## config.mk

```make
export PLATFORM = sky130hd
export DESIGN_NAME = hazard_pipe_regs
export DESIGN_NICKNAME = d
export VERILOG_FILES = /design/src/rtl/hazard_pipe_regs_pkg.sv /design/src/rtl/hazard_pipe_regs_pipe_reg.sv /design/src/rtl/hazard_pipe_regs.sv
export SDC_FILE = /design/constraint.sdc
export NUM_CORES = 1
export LEC_CHECK = 0
export ABC_CLOCK_PERIOD_IN_PS = 6500
export BUFFER_PORTS_ARGS = -buffer_cell sky130_fd_sc_hd__buf_2
export CORE_AREA = 2 2 245 247
export DETAILED_ROUTE_END_ITERATION = 7
export DIE_AREA = 0 0 247 249
export GPL_ROUTABILITY_DRIVEN = 0
export SLEW_MARGIN = 20
export SYNTH_ARGS = -nofsm -noshare
export SYNTH_HDL_FRONTEND = slang
export SYNTH_HIERARCHICAL = 1
export SYNTH_SLANG_ARGS = --single-unit
```

## constraint.sdc

```tcl
create_clock -name clk -period 6.5 [get_ports clk]
set_clock_uncertainty 0.1 [all_clocks]
set_input_delay 1.3 -clock clk [delete_from_list [all_inputs] [get_ports clk]]
set_output_delay 1.3 -clock clk [all_outputs]
set_load 0.02 [all_outputs]
```

## src/rtl/hazard_pipe_regs_pkg.sv

```systemverilog
// Shared definitions for the front-end pipeline registers.
//   NOP_INSTR      : canonical bubble instruction (addi x0, x0, 0)
//   CTRL_W_DEF     : default width of the packed decode control word
//   CTRL_*         : bit positions of the fields inside the control word
//   IFID_W         : width of the packed IF/ID register contents
package hazard_pipe_regs_pkg;

  localparam logic [31:0] NOP_INSTR  = 32'h0000_0013;
  localparam int          CTRL_W_DEF = 11;

  // Control word layout, MSB first.
  localparam int CTRL_REGWRITE     = 10;
  localparam int CTRL_RESULTSRC_HI = 9;
  localparam int CTRL_RESULTSRC_LO = 8;
  localparam int CTRL_MEMWRITE     = 7;
  localparam int CTRL_JUMP         = 6;
  localparam int CTRL_BRANCH       = 5;
  localparam int CTRL_ALUCTRL_HI   = 4;
  localparam int CTRL_ALUCTRL_LO   = 2;
  localparam int CTRL_ALUSRC       = 1;
  localparam int CTRL_SPARE        = 0;

  // IF/ID payload: instruction, PC and PC+4 of the fetched instruction.
  typedef struct packed {
    logic [31:0] instr;
    logic [31:0] pc;
    logic [31:0] pc_plus4;
  } ifid_t;

  localparam int    IFID_W     = $bits(ifid_t);
  localparam ifid_t IFID_EMPTY = '{instr: NOP_INSTR, pc: 32'h0, pc_plus4: 32'h0};

endpackage

```

## src/rtl/hazard_pipe_regs_pipe_reg.sv

```systemverilog
// Generic pipeline register.
//   clk  : rising-edge clock
//   rst  : asynchronous active-high reset, loads RST_VAL
//   en   : load d_i when 1, hold when 0
//   clr  : synchronous clear to CLR_VAL, wins over en
//   d_i  : next data
//   q_o  : registered data
module pipe_reg #(
  parameter int             W       = 32,
  parameter logic [W-1:0]   RST_VAL = '0,
  parameter logic [W-1:0]   CLR_VAL = '0
) (
  input  logic         clk,
  input  logic         rst,
  input  logic         en,
  input  logic         clr,
  input  logic [W-1:0] d_i,
  output logic [W-1:0] q_o
);

  logic [W-1:0] q_q;
  logic [W-1:0] q_d;

  always_comb begin
    q_d = q_q;
    if (clr) begin
      q_d = CLR_VAL;
    end else if (en) begin
      q_d = d_i;
    end
  end

  always_ff @(posedge clk or posedge rst) begin
    if (rst) begin
      q_q <= RST_VAL;
    end else begin
      q_q <= q_d;
    end
  end

  assign q_o = q_q;

endmodule

```

## src/rtl/hazard_pipe_regs.sv

```systemverilog
// Front-end pipeline state of the 5-stage RISC-V core: PC (F), IF/ID (D)
// and ID/EX (E) registers driven by the hazard unit's stall/flush commands,
// plus free-running stall/flush event counters for performance debug.
// Ports:
//   clk, reset                       clock, async active-high reset
//   StallF, StallD, FlushD, FlushE   hazard-unit commands
//   PCNextF, InstrF, PCPlus4F        fetch-stage inputs
//   PCF                              current fetch PC
//   InstrD, PCD, PCPlus4D            decode-stage registered values
//   CtrlD, RD1D, RD2D, ImmExtD,
//   Rs1D, Rs2D, RdD                  decode-stage inputs to ID/EX
//   CtrlE, RD1E, RD2E, ImmExtE, PCE,
//   PCPlus4E, Rs1E, Rs2E, RdE        execute-stage registered values
//   StallCount, FlushCount           cycles with StallF / FlushE high
module hazard_pipe_regs
  import hazard_pipe_regs_pkg::*;
#(
  parameter logic [31:0] RESET_PC = 32'h0000_0000,
  parameter int          CTRL_W   = CTRL_W_DEF,
  parameter int          CNT_W    = 32
) (
  input  logic              clk,
  input  logic              reset,
  input  logic              StallF,
  input  logic              StallD,
  input  logic              FlushD,
  input  logic              FlushE,
  input  logic [31:0]       PCNextF,
  input  logic [31:0]       InstrF,
  input  logic [31:0]       PCPlus4F,
  output logic [31:0]       PCF,
  output logic [31:0]       InstrD,
  output logic [31:0]       PCD,
  output logic [31:0]       PCPlus4D,
  input  logic [CTRL_W-1:0] CtrlD,
  input  logic [31:0]       RD1D,
  input  logic [31:0]       RD2D,
  input  logic [31:0]       ImmExtD,
  input  logic [4:0]        Rs1D,
  input  logic [4:0]        Rs2D,
  input  logic [4:0]        RdD,
  output logic [CTRL_W-1:0] CtrlE,
  output logic [31:0]       RD1E,
  output logic [31:0]       RD2E,
  output logic [31:0]       ImmExtE,
  output logic [31:0]       PCE,
  output logic [31:0]       PCPlus4E,
  output logic [4:0]        Rs1E,
  output logic [4:0]        Rs2E,
  output logic [4:0]        RdE,
  output logic [CNT_W-1:0]  StallCount,
  output logic [CNT_W-1:0]  FlushCount
);

  localparam int IDEX_W = CTRL_W + 5 * 32 + 3 * 5;

  // ---------------- F stage: program counter ----------------
  pipe_reg #(
    .W       (32),
    .RST_VAL (RESET_PC),
    .CLR_VAL (RESET_PC)
  ) u_pc_reg (
    .clk (clk),
    .rst (reset),
    .en  (~StallF),
    .clr (1'b0),
    .d_i (PCNextF),
    .q_o (PCF)
  );

  // ---------------- F -> D boundary: IF/ID ----------------
  ifid_t ifid_d;
  ifid_t ifid_q;

  always_comb begin
    ifid_d          = IFID_EMPTY;
    ifid_d.instr    = InstrF;
    ifid_d.pc       = PCF;
    ifid_d.pc_plus4 = PCPlus4F;
  end

  // A flushed IF/ID slot holds a NOP rather than all-zeros, so the decoder
  // sees a legal instruction with rd = x0.
  pipe_reg #(
    .W       (IFID_W),
    .RST_VAL (IFID_EMPTY),
    .CLR_VAL (IFID_EMPTY)
  ) u_ifid_reg (
    .clk (clk),
    .rst (reset),
    .en  (~StallD),
    .clr (FlushD),
    .d_i (ifid_d),
    .q_o (ifid_q)
  );

  assign InstrD   = ifid_q.instr;
  assign PCD      = ifid_q.pc;
  assign PCPlus4D = ifid_q.pc_plus4;

  // ---------------- D -> E boundary: ID/EX ----------------
  logic [IDEX_W-1:0] idex_d;
  logic [IDEX_W-1:0] idex_q;

  assign idex_d = {CtrlD, RD1D, RD2D, ImmExtD, PCD, PCPlus4D, Rs1D, Rs2D, RdD};

  // The E stage never stalls; a bubble zeroes every field, including the
  // register indices, so it can never match a forwarding or load-use compare.
  pipe_reg #(
    .W       (IDEX_W),
    .RST_VAL ('0),
    .CLR_VAL ('0)
  ) u_idex_reg (
    .clk (clk),
    .rst (reset),
    .en  (1'b1),
    .clr (FlushE),
    .d_i (idex_d),
    .q_o (idex_q)
  );

  assign {CtrlE, RD1E, RD2E, ImmExtE, PCE, PCPlus4E, Rs1E, Rs2E, RdE} = idex_q;

  // ---------------- Event counters (wrap, no saturation) ----------------
  logic [CNT_W-1:0] stall_cnt_q;
  logic [CNT_W-1:0] stall_cnt_d;
  logic [CNT_W-1:0] flush_cnt_q;
  logic [CNT_W-1:0] flush_cnt_d;

  assign stall_cnt_d = stall_cnt_q + CNT_W'(StallF);
  assign flush_cnt_d = flush_cnt_q + CNT_W'(FlushE);

  always_ff @(posedge clk or posedge reset) begin
    if (reset) begin
      stall_cnt_q <= '0;
      flush_cnt_q <= '0;
    end else begin
      stall_cnt_q <= stall_cnt_d;
      flush_cnt_q <= flush_cnt_d;
    end
  end

  assign StallCount = stall_cnt_q;
  assign FlushCount = flush_cnt_q;

endmodule
```

# Word level (Yosys, flattened, before mapping)
# Index checks and enable logic that the tools add are counted.
[classes]
n_addsub = 2
n_eq_ne = 1
n_mux = 3
[op_table]
columns = ["op", "n"]
rows = [
  ["2-to-1 mux 96 bit", 2],
  ["2-to-1 mux 186 bit", 1],
  ["adder 32 x 1 -> 32 bit", 2],
  ["inequality test 2 x 1 -> 1 bit (second input constant)", 1],
]
[totals]
register_bits = 378
input_bits = 224
word_cells = 11

# Longest topological paths before layout
# Gate-level depths: netlist (run 1).
[depth]
word_depth = 2
ltp_mapped = 7

# Cells and area by module
# Netlist (run 1), hierarchy kept.
[by_module_without_submodules]
columns = ["mod", "instances", "cells_per_inst", "area_each_um2", "seq_area_each_um2"]
rows = [
  ["pipe_reg at u_idex_reg", 1, 601, 7586.0, 4654.5],
  ["pipe_reg at u_ifid_reg", 1, 311, 3921.3, 2406.1],
  ["hazard_pipe_regs", 1, 261, 2902.8, 1601.5],
  ["pipe_reg at u_pc_reg", 1, 104, 1327.5, 800.8],
]

# Least setup slack after synthesis (run 1)
# No wires, ideal clock.
[synth_timing]
path_kind = "input to register"
start = "in FlushE"
end = "reg flush_cnt_q[30] (netlist: FlushCount[30])"
setup_time_ns = 0.080
t_arrival_ns = 2.683
t_required_ns = 6.320
path_slack_ns = 3.637
cell_stages = 7
n_path_buf = 1
path_cell_list = "ha_1 -> ha_1 -> and2_1 -> clkbuf_1 -> nand4_1 -> nor4_2 -> xor2_1"
[synth_between]
elab_chain_cells = 1
[synth_lines]
columns = ["element", "line_no", "rtl"]
rows = [
  ["start, declared", "hazard_pipe_regs.sv:27", "input logic FlushE,"],
  ["adder 32 x 1 -> 32 bit", "hazard_pipe_regs.sv:131", "assign flush_cnt_d = flush_cnt_q + CNT_W'(FlushE);"],
  ["named net flush_cnt_d[30]", "hazard_pipe_regs.sv:128", "logic [CNT_W-1:0] flush_cnt_d;"],
  ["end signal, assigned", "hazard_pipe_regs.sv:139", "flush_cnt_q <= flush_cnt_d;"],
  ["end, declared", "hazard_pipe_regs.sv:127", "logic [CNT_W-1:0] flush_cnt_q;"],
]
# The timed path passes the listed nets, and every way through them passes these cells.
# A chain may end at the register's enable or synchronous reset.

# Final worst setup path (run 1)
[layout_timing]
start = "reg u_ifid_reg.q_q[36] (netlist: u_ifid_reg/q_o[36])"
end = "out PCD[4]"
[layout_rtl]
columns = ["element", "line_no", "rtl"]
rows = [
  ["start, declared", "hazard_pipe_regs_pipe_reg.sv:21", "logic [W-1:0] q_q;"],
  ["start signal, assigned", "hazard_pipe_regs_pipe_reg.sv:37", "q_q <= q_d;"],
  ["end, declared", "hazard_pipe_regs.sv:33", "output logic [31:0] PCD,"],
]
# No word-level cell between the ends.

==> flow_metrics.py, run 1 <==
metrics = {
    "run_status": {
        "status": "finished clean",
    },
    "placed_design": {
        "portBuffers": 601,
        "hpwl_mm": 33.7,
    },
    "clocking": {
        "numClockSinks": 378,
        "cts_buffer_depth": 3,
        "clkTransAtPathRegs_ns": 0.06,
        "clk_latency_ns": 0.54,
        "root_buffer": "clkbuf_16",
        "h-tree-depth": 2,
        "cts_tree": "yes",
        "numCtsBuffers": 42,
        "cts-hold-fix-buffers": 0,
        "cts_resized": 0,
        "post_cts.repair.setup_buffers": 0,
    },
    "floorplan": {
        "std_cell_rows": 89,
        "coreArea_sq_mm": 0.0587,
        "start_util": 0.268,
        "fp.dieW_um": 247,
        "dieArea_sq_mm": 0.0615,
        "die_h_um": 249,
        "io-pin-count": 602,
    },
    "grt": {
        "antenna_found_initial": 2,
        "grt_overflow_total": 0,
        "grt_pass1_wl_mm": 71.3,
        "grt_max_degree": 187,
        "grt_use_total": 0.147,
        "grt_pass1_vias": 12000,
    },
    "setup_path": {
        "cp-start-kind": "register",
        "reg2reg_slack_ns": 4.32,
        "crit_chain": "buf_2",
        "cp_slowest_cell": "dfrtp_1",
        "path_buf_inv": 1,
        "crit_required_ns": 5.10,
        "r2r-start": "StallCount[0]$_DFF_PP0_",
        "critPathLaunch": "u_ifid_reg/q_o[36]$_DFFE_PP0P_",
        "worst-path-max-fanout": 3,
        "reg2reg_to": "StallCount[26]$_DFF_PP0_",
        "crit_type": "reg -> out",
        "crit_path_max_incr_delay_ns": 0.58,
        "cp.depth": 1,
        "arrival_ns": 1.39,
        "critical_path.top_delay_family": "flip-flops",
        "r2r_cells": 5,
        "setup.worst_path.end": "PCD[4]",
        "cp-end-kind": "output port",
    },
    "synthesis": {
        "yosys.area.top_type": "dfrtp_1",
        "async_flop_share": 1.00,
        "synthesis.area_sq_mm": 0.0157,
        "syn_area_per_cell_sq_um": 12.3,
        "yosysTopAreaCellShare": 0.596,
        "synth_edf_count": 0,
        "synth_warnings": 6,
        "netlist_instances": 1277,
        "ys.flop_type": "dfrtp_1",
        "yosysSeqAreaShare": 0.601,
        "synthDistinctLibCells": 32,
        "ys_ff_latch": 378,
        "synth.area.top_cells": "dfrtp_1, mux2i_1, nor2_1",
    },
    "route": {
        "first_pass_iters": 4,
        "first_iter_violations": 472,
        "ant_nets": 0,
        "routed_wl_mm": 46.8,
        "num_vias": 11700,
        "viasPerCell": 4.40,
        "wl_per_cell_um": 17.6,
        "drc": 0,
    },
    "pwr": {
        "p_switching_w": 0.00157,
        "clkPwrFrac": 0.415,
        "intPower_w": 0.00423,
        "seq_power_share": 0.451,
        "ir_drop_mv": 0.186,
        "p_leak_nw": 11.5,
        "power.total_w": 0.00580,
        "switching_share": 0.271,
        "power_density_mw_per_mm2": 282,
        "combPwrFrac": 0.134,
    },
    "min_path": {
        "hold_class": "reg -> reg",
    },
    "timing": {
        "grt_setup_unrepaired": "no",
        "max_freq_mhz": 359,
        "worst-slew-pin-transition_ns": 1.39,
        "period_share": 0.429,
        "setup_viol": 0,
        "layout_min_cycle_time_ns": 2.79,
        "maxSlewViolCount": 0,
        "hold_viol_final": 0,
        "tns_ns": 0,
        "slew_headroom": 0.0742,
    },
    "final_layout": {
        "mostFrequentLayoutCells": "buf_2, dfrtp_1, nor2_1",
        "area_growth_pct": 30.7,
        "drive_gt1_frac": 0.367,
        "fill_cells": 5901,
        "layout.nets": 2086,
        "layout_commonest_cell": "buf_2",
    },
    "flow_run": {
        "cap_viol_max_count": 0,
    },
}
## how the worst min path moves through the flow
stage	startpoint	endpoint	slack, ns	depth (start not counted)
final	FlushCount[31]$_DFF_PP0_	FlushCount[31]$_DFF_PP0_	0.38	1
after floorplan	FlushCount[31]$_DFF_PP0_	FlushCount[31]$_DFF_PP0_	0.48	1
after global routing	FlushCount[31]$_DFF_PP0_	FlushCount[31]$_DFF_PP0_	0.39	1
after detailed placement	FlushCount[31]$_DFF_PP0_	FlushCount[31]$_DFF_PP0_	0.37	1
after global placement	FlushCount[31]$_DFF_PP0_	FlushCount[31]$_DFF_PP0_	0.36	1
after CTS	FlushCount[31]$_DFF_PP0_	FlushCount[31]$_DFF_PP0_	0.38	1
## power by group through the flow
stage / registers, W / logic [W] / clock network [W]
6_report: 0.00261 / 0.000775 / 0.00241
4_1_cts: 0.00262 / 0.000778 / 0.00248
2_1_floorplan: 0.00280 / 0.000331 / 0
3_3_place_gp: 0.00265 / 0.000768 / 0
5_1_grt: 0.00263 / 0.000841 / 0.00259
3_5_place_dp: 0.00265 / 0.000778 / 0
## synth_stat cells (2+ instances only)
library cell and n:
buf_1 4, xnor2_1 36, buf_4 12, buf_8 16, buf_2 14, conb_1 2, dfstp_2 3, xor2_1 24
and3_1 7, nor2b_1 3, nand4_1 21, buf_6 2, and2_1 2, clkbuf_1 22, or4_1 2, a211o_1 3
nor2_1 322, nand3_1 23, nor3_1 9, mux2i_1 311, ha_1 5, dfrtp_1 375, buf_12 7, nor4_2 3
nand2_1 17, inv_1 13, and4_1 5, nor4_1 10
## state kept, by name (all words and copies together) (netlist names)
| signal | flops |
|---|---|
| u_pc_reg/q_o | 32 |
| u_ifid_reg/q_o | 96 |
| StallCount | 32 |
| u_idex_reg/q_o | 186 |
| FlushCount | 32 |
## stage by stage
stage / instance area [sq um] / cells / hold slack [ns] / setup slack (ns) / utilization
after floorplan: 15800 / 1281 / 0.478 / 0.0429 / -
final: 20600 / 2664 / 0.378 / 3.71 / 0.351
after global routing: 20600 / 2663 / 0.388 / 3.59 / 0.351
after global placement: 19200 / 2586 / 0.356 / 3.22 / 0.326
after detailed placement: 19200 / 2586 / 0.368 / 3.16 / 0.326
after CTS: 20600 / 2662 / 0.377 / 3.63 / 0.350
## logic make-up (layout without fill, tap and decap cells)
family,after synthesis,in the layout,synth area share
compound gates,3,3,0.00167
flops,378,378,0.601
mux,311,311,0.198
other cells,2,8,0.000477
simple gates,428,428,0.116
xor+xnor,60,60,0.0334
fa+ha+maj,5,5,0.00398
buf+inv,90,698,0.0451
## final cells by class
type / count / area [sq um] / area share
Clock inverter: 17 / 170 / 0.00827
Timing Repair Buffer: 609 / 3080 / 0.150
Multi-Input combinational cell: 813 / 5580 / 0.271
Clock buffer: 59 / 1250 / 0.0606
Tap cell: 773 / 967 / 0.0470
Inverter: 13 / 63.8 / 0.00310
Sequential cell: 378 / 9460 / 0.460
Antenna cell: 2 / 5.00 / 0.000243
## routing by layer
metal	up-vias	routed length (um)	track usage
met5	-	0	0
met4	0	860	0.0348
met3	58	3560	0.0398
met2	398	23500	0.259
met1	5817	18900	0.179
li1	5440	-	-
Power figures use the tool's default switching activity.
==> inputs of run 2 (changes only) <==
- ABC_CLOCK_PERIOD_IN_PS: 6500 -> 2610
- clock period: 6.5 -> 2.61 ns (I/O delays scaled with it)
==> run 2 against run 1 <==
  * Cell count up 0.49%
  * Via count decreased by 0.13%
  * Combinational power rose to 2.5 times the previous value
  * Largest cell class unchanged
  * Wire length rose by 0.46%
  * Global-route usage is 0.099 points lower
  * First-iteration DRC count up 8.5%
  * Sequential cell count stayed put
  * Sequential share of layout area shrank 0.61 points
  * Count of clock-buffer cells in the layout increased by 3
  * Utilization is 0.47 points higher
  * Die area unchanged
==> flow_metrics.py, run 2 (synthesized netlist as in run 1, its figures left out) <==
metrics = {
    "setup_path": {
        "cp-start-kind": "register",
        "worst-path-max-fanout": 12,
        "cp-end-kind": "register",
        "crit_type": "reg -> reg",
        "arrival_ns": 2.44,
        "crit_required_ns": 2.97,
    },
    "timing": {
        "fin_ws_ns": 0.528,
        "maxSlewViolCount": 0,
        "hold_viol_final": 0,
        "grt_setup_unrepaired": "no",
        "slew_headroom": 0.161,
        "holdWs_ns": 0.0999,
        "period_share": 0.798,
        "worst-slew-pin-transition_ns": 1.26,
        "layout_min_cycle_time_ns": 2.08,
        "max_freq_mhz": 480,
        "setup_viol": 0,
    },
    "pwr": {
        "p_leak_nw": 11.7,
        "power_density_mw_per_mm2": 701,
        "ir_drop_mv": 0.509,
    },
    "flow_run": {
        "cap_viol_max_count": 0,
    },
    "route": {
        "drc": 0,
        "first_pass_iters": 5,
        "viasPerCell": 4.37,
        "ant_nets": 0,
        "routed_wl_mm": 47.0,
        "num_vias": 11700,
        "wl_per_cell_um": 17.6,
        "first_iter_violations": 512,
    },
    "clocking": {
        "h-tree-depth": 2,
        "clkTransAtPathRegs_ns": 0.06,
        "numCtsBuffers": 43,
        "post_cts.repair.setup_buffers": 0,
        "cts_tree": "yes",
        "clk_latency_ns": 0.54,
        "root_buffer": "clkbuf_16",
        "cts_buffer_depth": 3,
        "numClockSinks": 378,
    },
    "grt": {
        "grt_pass1_vias": 12100,
        "grt_use_total": 0.146,
        "grt_max_degree": 187,
        "grt_overflow_total": 0,
        "grt_pass1_wl_mm": 71.4,
        "antenna_found_initial": 1,
    },
    "final_layout": {
        "final_cells": 2677,
        "layout.nets": 2103,
        "area_growth_pct": 32.5,
        "layout_commonest_cell": "buf_2",
        "seqCellArea_sq_mm": 0.00946,
        "drive_gt1_frac": 0.370,
        "mostFrequentLayoutCells": "buf_2, dfrtp_1, nor2_1",
        "largest_reg_flops": 186,
        "multi_input_area_sq_mm": 0.00558,
        "fill_cells": 5779,
        "stdcell_area_sq_mm": 0.0209,
    },
    "floorplan": {
        "die_h_um": 249,
        "std_cell_rows": 89,
        "fp.dieW_um": 247,
        "io-pin-count": 602,
        "dieArea_sq_mm": 0.0615,
        "start_util": 0.268,
        "coreArea_sq_mm": 0.0587,
    },
    "placed_design": {
        "place_area_sq_mm": 0.0194,
        "hpwl_mm": 34.1,
        "placed_cells": 2601,
        "pre_cts_ws_ns": 0.286,
        "portBuffers": 601,
    },
    "run_status": {
        "status": "finished clean",
    },
    "min_path": {
        "hold_class": "in -> reg",
    },
}
==> run 2: final timing paths <==
kind / from / to / slack [ns] / cells past startpoint
worst min-delay path: InstrF[0] / u_ifid_reg/q_o[64]$_DFFE_PP1P_ / 0.1 / 2
worst max register to register: StallCount[0]$_DFF_PP0_ / StallCount[30]$_DFF_PP0_ / 0.53 / 5
worst min register to register: StallCount[31]$_DFF_PP0_ / StallCount[31]$_DFF_PP0_ / 0.38 / 1
worst max-delay path: StallCount[0]$_DFF_PP0_ / StallCount[30]$_DFF_PP0_ / 0.53 / 5
max in group asynchronous: reset / u_ifid_reg/q_o[68]$_DFFE_PP1P_ / 1.16 / 4
min in group asynchronous: reset / StallCount[2]$_DFF_PP0_ / 0.49 / 3
==> run 2: report_power, final <==
group	internal, W	switching, W	total, W
combinational	0.000724	0.00125	0.00197
sequential	0.00620	0.000296	0.00650
clock	0.00380	0.00235	0.00615
total	0.0107	0.00389	0.0146
==> run 2: what timing repair did <==
item | 4_1_cts | 5_1_grt
hold buffers | 1 | 0
hold endpoints to repair | 30 | 0
resized for setup | 0 | 0
==> run 2: worst max-delay path, stage by stage, from the launching register on <==
cell and delay, ns:
dfrtp_1 0.37, ha_1 0.18, ha_1 0.23, nand4_1 0.46, nor4_1 0.48, xor2_1 0.18
==> run 2: metrics by stage <==
step | util | power (W) | setup TNS (ns)
2_1_floorplan | - | 0.00779 | -75.24
4_1_cts | 0.355 | 0.0148 | 0
5_1_grt | 0.355 | 0.0153 | 0
3_5_place_dp | 0.330 | 0.00858 | 0
3_3_place_gp | 0.330 | 0.00853 | 0
6_report | 0.355 | 0.0146 | 0
==> run 2: routing by layer <==
layer	up-vias	routed length [um]	global-route usage
li1	5472	-	-
met1	5723	18400	0.171
met2	428	23400	0.256
met3	75	3960	0.0449
met4	0	1230	0.0446
met5	-	0	0
==> run 2: area by class of cell <==
cell class	instances	area share
diodes	1	0.000120
clock buffers	62	0.0619
multi-input cells	813	0.268
flip-flops and latches	378	0.454
well taps	773	0.0464
inverters	13	0.00294
clock inverters	12	0.00780
repair buffers	625	0.159
==> inputs of run 3 (changes only) <==
- ABC_AREA: not set -> 1
- ABC_CLOCK_PERIOD_IN_PS: 2610 -> 2000
- CORE_AREA: 2 2 245 247 -> 2 2 248 250
- DIE_AREA: 0 0 247 249 -> 0 0 250 252
- clock period: 2.61 -> 2 ns (I/O delays scaled with it)
==> run 3 against run 2 <==
  * The flow now finishes with violations (slew limit)
  * Total power rose by 33%
  * Synthesized cell count increased by 42%
  * Final area up 12%
  * Sequential cell count unchanged
  * Utilization grew 3.5 points
  * Largest cell class unchanged
  * Sequential share of layout area fell by 5.0 points
  * Highest routed layer unchanged
  * Area after synthesis increased by 2.8%
==> flow_metrics.py, run 3 <==
metrics = {
    "synthesis": {
        "yosysSeqAreaShare": 0.585,
        "synth.area.mux_share": 0,
        "ys_ff_latch": 378,
        "synth_fa_ha_area_frac": 0.00387,
        "netlist_instances": 1818,
        "synth_warnings": 6,
        "yosysMostFrequentCell": "nand2_1",
        "synth.area.top_cells": "dfrtp_1, nand2_1, nand3_1",
        "synth-simple-area-share": 0.340,
        "synth_edf_count": 0,
        "ys.flop_type": "dfrtp_1",
        "syn_area_per_cell_sq_um": 8.90,
        "yosys.area.top_type": "dfrtp_1",
        "yosysTopAreaCellShare": 0.580,
        "synth_top_family_by_area": "simple AND/OR/NAND/NOR gates",
        "synthXorXnorAreaFrac": 0.0176,
        "synth_compound_area_frac": 0.00155,
        "synthDistinctLibCells": 28,
        "async_flop_share": 1.00,
        "synthesis.area_sq_mm": 0.0162,
        "synth_common_cells": "nand2_1, dfrtp_1, nand3_1, nor2_1, inv_1",
    },
    "pwr": {
        "combPwrFrac": 0.149,
        "switching_share": 0.282,
        "clkPwrFrac": 0.416,
        "p_switching_w": 0.00547,
        "p_leak_nw": 13.3,
        "seq_power_share": 0.435,
        "power_density_mw_per_mm2": 829,
        "intPower_w": 0.0140,
        "ir_drop_mv": 0.591,
    },
    "route": {
        "wl_per_cell_um": 16.5,
        "first_iter_violations": 1076,
        "first_pass_iters": 5,
        "drc": 0,
        "num_vias": 15200,
        "viasPerCell": 4.43,
        "ant_nets": 0,
        "routed_wl_mm": 56.5,
    },
    "clocking": {
        "cts_tree": "yes",
        "cts_buffer_depth": 3,
        "cts_resized": 0,
        "clk_latency_ns": 0.57,
        "clkTransAtPathRegs_ns": 0.06,
        "root_buffer": "clkbuf_16",
        "numCtsBuffers": 44,
        "numClockSinks": 378,
        "h-tree-depth": 2,
    },
    "setup_path": {
        "r2r-start": "StallCount[0]$_DFF_PP0_",
        "crit_required_ns": 2.34,
        "cp-end-kind": "register",
        "r2r_cells": 9,
        "crit_chain": "dlygate4sd3_1 > buf_2 > ha_1 > ha_1 > nand2_2 > nor2_8 > nand2_2 > nor2_8 > nand2_1 > nand2_1 > nand2_1",
        "critPathLaunch": "StallF",
        "arrival_ns": 2.12,
        "crit_type": "in -> reg",
        "cp-start-kind": "input pin",
        "critPathMostFrequentCell": "nand2_1",
        "crit_path_max_incr_delay_ns": 0.54,
        "worst-path-max-fanout": 5,
        "cp_slowest_cell": "dlygate4sd3_1",
    },
    "grt": {
        "antenna_found_initial": 3,
        "grt_max_degree": 188,
        "grt_use_total": 0.175,
        "grt_pass1_wl_mm": 87.7,
        "grt_pass1_vias": 15400,
        "grt_overflow_total": 0,
    },
    "timing": {
        "holdWs_ns": 0.0420,
        "maxSlewViolCount": 187,
        "max_freq_mhz": 562,
        "worst-slew-pin-transition_ns": 4.43,
        "hold_viol_final": 0,
        "layout_min_cycle_time_ns": 1.78,
        "setup_viol": 0,
        "tns_ns": 0,
        "slew_headroom": -1.95,
        "period_share": 0.889,
        "grt_setup_unrepaired": "no",
    },
    "final_layout": {
        "final_util": 0.390,
        "largest_reg_flops": 186,
        "mostFrequentLayoutCells": "nand2_1, buf_2, dfrtp_1",
        "layout_commonest_cell": "nand2_1",
        "area_growth_pct": 45.0,
        "drive_gt1_frac": 0.291,
        "layout.nets": 2829,
    },
    "floorplan": {
        "start_util": 0.269,
        "die_h_um": 252,
        "dieArea_sq_mm": 0.0630,
        "fp.dieW_um": 250,
        "std_cell_rows": 90,
        "io-pin-count": 602,
        "coreArea_sq_mm": 0.0601,
    },
    "min_path": {
        "hold_depth": 3,
        "hold_class": "in -> reg",
        "hold_start": "RD2D[25]",
    },
    "flow_run": {
        "cap_viol_max_count": 0,
    },
    "placed_design": {
        "portBuffers": 601,
        "hpwl_mm": 38.8,
    },
    "run_status": {
        "status": "finished with violations",
        "violations": "slew limit",
    },
}
-- run 3: logic make-up after synthesis --
group | count (synthesis)
flops | 378
xor+xnor | 30
buf+inv | 149
compound gates | 5
simple gates | 1249
fa+ha+maj | 5
other cells | 2
-- run 3: power groups by stage --
stage	clock network, W	registers (W)	logic, W
6_report	0.00808	0.00846	0.00290
5_1_grt	0.00864	0.00851	0.00314
4_1_cts	0.00834	0.00845	0.00286
3_5_place_dp	0	0.00859	0.00253
3_3_place_gp	0	0.00858	0.00252
2_1_floorplan	0	0.00907	0.000995
-- run 3: cell type report --
type                            count  area (sq um)
Inverter                           47           194
Fill cell                        6055         36700
Multi-Input combinational cell   1292          5880
Tap cell                          782           978
Antenna cell                        3          7.51
Timing Repair Buffer              837          5480
Clock buffer                       69          1320
Sequential cell                   378          9460
Clock inverter                     13           135
-- run 3: path summary, 6_finish.rpt --
path	endpoint	slack [ns]
worst max-delay path	StallCount[30]$_DFF_PP0_	0.22
worst min-delay path	u_idex_reg/q_o[136]$_DFFE_PP0P_	0.04
worst max register to register	StallCount[30]$_DFF_PP0_	0.37
worst min register to register	u_ifid_reg/q_o[65]$_DFFE_PP1P_	0.37
max in group asynchronous	u_idex_reg/q_o[3]$_DFFE_PP0P_	0.78
min in group asynchronous	u_pc_reg/q_o[23]$_DFFE_PP0P_	0.30
-- run 3: metrics by stage --
step           setup slack [ns]  power, W  std cells  area [sq um]
5_1_grt                   0.120    0.0203       3421         23500
3_3_place_gp              0.153    0.0111       3131         19900
6_report                  0.221    0.0194       3421         23500
4_1_cts                   0.180    0.0197       3418         23400
3_5_place_dp              0.126    0.0111       3131         19900
2_1_floorplan            -0.893    0.0101       1819         16200
-- run 3: per-layer routing --
layer | GRT usage | up-vias | wire [um]
met5 | 0 | - | 0
met4 | 0.0855 | 0 | 2710
met3 | 0.0374 | 148 | 3570
li1 | - | 7325 | -
met2 | 0.288 | 546 | 27000
met1 | 0.219 | 7152 | 23200
-- run 3: worst max-delay path: cells and delay by family --
family | cells | cell delay, ns
and+or+nand+nor | 7 | 0.69
buffers and inverters | 2 | 0.68
adders and majority gates | 2 | 0.36
-- run 3: repair_timing --
action,4_1_cts,5_1_grt
buffers inserted,0,0
endpoints found under the hold margin,298,0
hold buffers,205,0
endpoints found under the setup margin,0,0
